==> src/rtl/x_delay_decode.sv <==
// Delay-line edge decoder with windowed statistics (mean/min/max/bubble count).
// Decoded samples feed a two-state accumulate/hold engine with a valid/ready result port.
module x_delay_decode #(
    parameter int DW       = 32,
    parameter int WIN_LOG2 = 4
) (
    input  logic                i_clk,
    input  logic                i_rst_n,
    input  logic [DW-1:0]       i_data,
    input  logic                i_data_vld,
    input  logic                i_clr,
    output logic [5:0]          o_pos,
    output logic                o_bubble,
    output logic                o_pos_vld,
    output logic                o_res_vld,
    input  logic                i_res_rdy,
    output logic [5:0]          o_avg,
    output logic [5:0]          o_min,
    output logic [5:0]          o_max,
    output logic [WIN_LOG2:0]   o_bub_cnt,
    output logic                o_ovf
);

    localparam int SW = 6 + WIN_LOG2;
    localparam int CW = WIN_LOG2 + 1;
    localparam logic [DW-1:0] INV_MASK = {(DW/2){2'b10}};
    localparam logic [CW-1:0] WIN_LEN  = {1'b1, {WIN_LOG2{1'b0}}};

    typedef enum logic {ACC, HOLD} state_t;

    state_t          state_q, state_d;
    logic [SW-1:0]   sum_q, sum_d, sum_in;
    logic [CW-1:0]   cnt_q, cnt_d, cnt_in;
    logic [5:0]      min_q, min_d, min_in;
    logic [5:0]      max_q, max_d, max_in;
    logic [CW-1:0]   bcnt_q, bcnt_d, bcnt_in;
    logic            res_vld_d, ovf_d, take;
    logic [5:0]      avg_d, rmin_d, rmax_d;
    logic [CW-1:0]   rbub_d;

    logic [DW-1:0]   norm;
    logic [5:0]      dec_pos;
    logic            dec_bub, zero_seen;

    // Thermometer run length from bit 0; any 1 after the first 0 is a bubble.
    always_comb begin
        norm      = i_data ^ INV_MASK;
        dec_pos   = '0;
        dec_bub   = 1'b0;
        zero_seen = 1'b0;
        for (int unsigned i = 0; i < DW; i++) begin
            if (!norm[i])
                zero_seen = 1'b1;
            else if (zero_seen)
                dec_bub = 1'b1;
            else
                dec_pos = dec_pos + 6'd1;
        end
    end

    always_ff @(posedge i_clk or negedge i_rst_n) begin
        if (!i_rst_n) begin
            o_pos     <= '0;
            o_bubble  <= 1'b0;
            o_pos_vld <= 1'b0;
        end else begin
            o_pos_vld <= i_data_vld;
            if (i_data_vld) begin
                o_pos    <= dec_pos;
                o_bubble <= dec_bub;
            end
        end
    end

    assign sum_in  = sum_q + {{WIN_LOG2{1'b0}}, o_pos};
    assign cnt_in  = cnt_q + {{WIN_LOG2{1'b0}}, 1'b1};
    assign min_in  = (o_pos < min_q) ? o_pos : min_q;
    assign max_in  = (o_pos > max_q) ? o_pos : max_q;
    assign bcnt_in = bcnt_q + {{WIN_LOG2{1'b0}}, o_bubble};

    always_comb begin
        state_d   = state_q;
        sum_d     = sum_q;
        cnt_d     = cnt_q;
        min_d     = min_q;
        max_d     = max_q;
        bcnt_d    = bcnt_q;
        res_vld_d = o_res_vld;
        ovf_d     = o_ovf;
        avg_d     = o_avg;
        rmin_d    = o_min;
        rmax_d    = o_max;
        rbub_d    = o_bub_cnt;
        take      = 1'b0;

        if (i_clr) begin
            state_d   = ACC;
            sum_d     = '0;
            cnt_d     = '0;
            min_d     = '1;
            max_d     = '0;
            bcnt_d    = '0;
            res_vld_d = 1'b0;
            ovf_d     = 1'b0;
            avg_d     = '0;
            rmin_d    = '0;
            rmax_d    = '0;
            rbub_d    = '0;
        end else begin
            case (state_q)
                ACC:  take = o_pos_vld;
                HOLD: begin
                    // Accumulators are already cleared, so a sample coinciding
                    // with the handshake simply opens the next window.
                    if (i_res_rdy) begin
                        state_d   = ACC;
                        res_vld_d = 1'b0;
                        take      = o_pos_vld;
                    end else if (o_pos_vld) begin
                        ovf_d = 1'b1;
                    end
                end
                default: state_d = ACC;
            endcase
        end

        if (take) begin
            if (cnt_in == WIN_LEN) begin
                avg_d     = 6'(sum_in >> WIN_LOG2);
                rmin_d    = min_in;
                rmax_d    = max_in;
                rbub_d    = bcnt_in;
                res_vld_d = 1'b1;
                state_d   = HOLD;
                sum_d     = '0;
                cnt_d     = '0;
                min_d     = '1;
                max_d     = '0;
                bcnt_d    = '0;
            end else begin
                sum_d  = sum_in;
                cnt_d  = cnt_in;
                min_d  = min_in;
                max_d  = max_in;
                bcnt_d = bcnt_in;
            end
        end
    end

    always_ff @(posedge i_clk or negedge i_rst_n) begin
        if (!i_rst_n) begin
            state_q   <= ACC;
            sum_q     <= '0;
            cnt_q     <= '0;
            min_q     <= '1;
            max_q     <= '0;
            bcnt_q    <= '0;
            o_res_vld <= 1'b0;
            o_ovf     <= 1'b0;
            o_avg     <= '0;
            o_min     <= '0;
            o_max     <= '0;
            o_bub_cnt <= '0;
        end else begin
            state_q   <= state_d;
            sum_q     <= sum_d;
            cnt_q     <= cnt_d;
            min_q     <= min_d;
            max_q     <= max_d;
            bcnt_q    <= bcnt_d;
            o_res_vld <= res_vld_d;
            o_ovf     <= ovf_d;
            o_avg     <= avg_d;
            o_min     <= rmin_d;
            o_max     <= rmax_d;
            o_bub_cnt <= rbub_d;
        end
    end

endmodule

==> config.mk <==
export PLATFORM = sky130hd
export DESIGN_NAME = x_delay_decode
export DESIGN_NICKNAME = d
export VERILOG_FILES = /design/src/rtl/x_delay_decode.sv
export SDC_FILE = /design/constraint.sdc
export NUM_CORES = 1
export LEC_CHECK = 0
export ABC_CLOCK_PERIOD_IN_PS = 2500
export CAP_MARGIN = 40
export CORE_ASPECT_RATIO = 1.4
export CORE_MARGIN = 1
export CORE_UTILIZATION = 35
export CTS_CLUSTER_SIZE = 16
export DETAILED_ROUTE_END_ITERATION = 6
export PLACE_DENSITY = 0.61
export SLEW_MARGIN = 20
export SYNTH_ARGS = -nofsm -noshare
export SYNTH_HDL_FRONTEND = slang
export SYNTH_SLANG_ARGS = --single-unit
==> constraint.sdc <==
create_clock -name i_clk -period 2.5 [get_ports i_clk]
set_input_delay 0.5 -clock i_clk [delete_from_list [all_inputs] [get_ports i_clk]]
set_output_delay 0.5 -clock i_clk [all_outputs]
set_load 0.005 [all_outputs]
==> results_dict.tcl <==
set metrics [dict create \
    max-slew-margin-rel 0.515 \
    die_h_um 199 \
    syn_area_um2 9720 \
    fmax_mhz 63.5 \
    cp_common_cell "ha_1" \
    die_area_um2 28500 \
    syn_inst 1278 \
    die_width_um 143 \
    worst_pin_slew_ps 719 \
    synth_async_sr_flop_share 1.00 \
    ir_worst_vdd_mv 0.387 \
    nets 1868 \
    p_leak_nw 6.79 \
    rsz0062_at_grt "true" \
    status "complete, but fails checks" \
    core-area_um2 27100 \
    internal_power_w 0.00291 \
    fin_ws_ps -13240 \
    violations "negative setup slack" \
    numClockSinks 66 \
    drc 0 \
    arrival_ps 15960 \
    start_util 0.359 \
    grt_use_total 0.236 \
    clock_skew_ps 4.85 \
    clk_path_buf_depth 2 \
    hold_path.class "reg -> reg" \
    p_sw_w 0.00145 \
    path_clk_slew_ps 60 \
    worst_setup_path_end_kind "flip-flop" \
    r2r_cells 10 \
    tritoncts "done" \
    seqPwrFrac 0.264 \
    grt_max_degree 43 \
    layoutNonFillerInstCount 2151 \
    portBuffers 69 \
    grt_pass1_wl_um 53800 \
    crit_type "in -> reg" \
    drive_gt1_frac 0.367 \
    drt-total-wl_um 33700 \
    htreeDepth 3 \
    place.gp.congestion 0.913 \
    p_clk_frac 0.283 \
    grt_pass1_vias 11400 \
    layout_common_cells "buf_4 (453), nand2_1 (163), nor2_1 (99)" \
    antenna_found_initial 0 \
    io_pins 70 \
    ant_nets 0 \
    finalCriticalPeriod_ps 15740 \
    dp_cells 2084 \
    comb_power_share 0.453 \
    yosysUniqueCellTypes 99 \
    slew_violations 0 \
    start_kind "input pin" \
    numCtsBuffers 9 \
    power_density_nw_per_um2 287 \
    hpwl_um 27200 \
    area_growth_pct 56.5 \
    drv_cap 0 \
    vias 11300 \
    diodes 0 \
    p_total_w 0.00436 \
    rows 71 \
    avgSynthCellArea_um2 7.61 \
    slowest_delay_ps 350 \
    path_max_fanout 4 \
    ys_warn_count 0 \
    required_ps 2710 \
    ys.flop_type "dfrtp_1" \
    via_per_inst 5.24 \
    yosysSeqAreaShare 0.171 \
    dr.pass1.iters 5 \
    clockRootBuffer "clkbuf_16" \
    final_common_cell "buf_4" \
    syn-num-nets 1365 \
    clkLatencyLatePin_ps 330 \
    final_core_util 0.562 \
    finalSetupViolCount 7 \
    drtIter0Drc 361 \
    ys_ff_latch 66 \
    detail_route.wl_per_cell_um 15.7 \
    finalHoldViolations 0 \
    p_sw_frac 0.332 \
    hold_path_depth 2 \
    finalCritPeriodShare 6.30 \
    grt_overflow_total 0 \
    slowest_stage "a211o_1" \
    synth_edf_count 0 \
]
## synthesized netlist by cell type (5+ instances only)
library cell	instances	area (µm²)
buf_2	12	60.1
o21ai_0	103	515
inv_1	39	146
nand4b_1	5	43.8
and3_1	12	75.1
and2_1	15	93.8
nor3_1	43	215
o21a_1	11	82.6
dfrtp_1	60	1500
a22o_1	20	175
ha_1	49	613
or3_1	5	31.3
clkbuf_1	39	146
a21oi_1	70	350
mux2_2	11	124
a21o_1	5	37.5
a211oi_1	7	52.6
xor2_1	38	333
nor3b_1	11	82.6
a31oi_1	9	56.3
o22ai_1	10	62.6
and3b_1	6	52.6
nand3_1	43	215
nor2_1	105	394
o22a_1	6	52.6
nor4_1	15	93.8
dfstp_2	6	158
nand3b_1	10	75.1
xnor2_2	11	179
nand2b_1	22	138
mux2i_1	42	420
xnor2_1	85	744
nor2b_1	26	163
nand4_1	23	144
o211ai_1	14	105
xnor3_1	5	113
nand2_1	167	627
## area by class of cell
type / instances / area, µm²
Clock inverter: 7 / 68.8
Multi-Input combinational cell: 1114 / 8250
Fill cell: 2451 / 11900
Tap cell: 365 / 457
Sequential cell: 66 / 1660
Inverter: 41 / 156
Clock buffer: 9 / 225
Timing Repair Buffer: 549 / 4400
## registers in the layout, indices dropped and copies added (netlist names), 6 cells and up
| name | cells |
|---|---|
| sum_q | 10 |
| max_q | 6 |
| min_q | 6 |
| o_avg | 6 |
| o_max | 6 |
| o_min | 6 |
| o_pos | 6 |
## kinds of logic (layout without fill, tap and decap cells)
kind of cell,count (synthesis),count (layout),synth area share
mux,56,56,0.0622
xor+xnor,149,149,0.164
flops,66,66,0.171
compound gates,317,317,0.213
fa+ha+maj,50,50,0.0651
simple gates,542,542,0.284
buf+inv,98,606,0.0405
## critical path, delay by kind of cell
family / cells / cell delay [ps]
buffers and inverters: 4 / 290
adder cells (fa/ha/maj): 17 / 4650
XOR/XNOR: 13 / 1890
multiplexers: 17 / 2980
AND/OR/NAND/NOR: 18 / 2140
AO/OA/AOI/OAI: 25 / 3530
## worst paths after layout
kind / slack (ps) / end / from
worst min-delay path: 470 / o_max[2] / o_max[2]
max in group asynchronous: 1230 / min_q[5] / i_rst_n
worst max-delay path: -13240 / o_pos[4] / i_data[1]
worst max register to register: 150 / o_avg[4] / o_pos[0]
min in group asynchronous: 520 / o_pos[4] / i_rst_n
worst min register to register: 470 / o_max[2] / o_max[2]
## power groups by stage
| stage | Sequential [W] | Clock [W] | Combinational, W |
|---|---|---|---|
| after CTS | 0.00115 | 0.00126 | 0.00182 |
| after floorplan | 0.00116 | 0 | 0.000942 |
| final | 0.00115 | 0.00123 | 0.00197 |
| after detailed placement | 0.00117 | 0 | 0.00169 |
| after global routing | 0.00116 | 0.00130 | 0.00214 |
| after global placement | 0.00117 | 0 | 0.00166 |
## metal layers
metal  vias to the layer above  share of wire  GRT usage
met4                         0          0.051      0.114
met1                      5291           0.38      0.243
met2                       239           0.54      0.469
met5                         -              0          0
li1                       5637              -          -
met3                       100          0.026     0.0197
## repair_timing
item	CTS	global route
setup buffers	28	22
pin swaps	41	76
resized for setup	70	80
setup endpoints to repair	7	21
hold buffers	1	0
hold endpoints to repair	4	0
cloned	0	0
## per-stage QoR
| stage | hold slack, ps | setup slack, ps | area, µm² | setup TNS (ps) |
|---|---|---|---|---|
| 2_1_floorplan | 204 | -13250 | 9900 | -67060 |
| 4_1_cts | 481 | -13160 | 14700 | -68130 |
| 3_3_place_gp | 322 | -13800 | 14000 | -72510 |
| 6_report | 475 | -13240 | 15200 | -68620 |
| 3_5_place_dp | 324 | -14290 | 14000 | -75080 |
| 5_1_grt | 499 | -14230 | 15200 | -73680 |
Note: power is estimated with default switching activity, not from simulation.
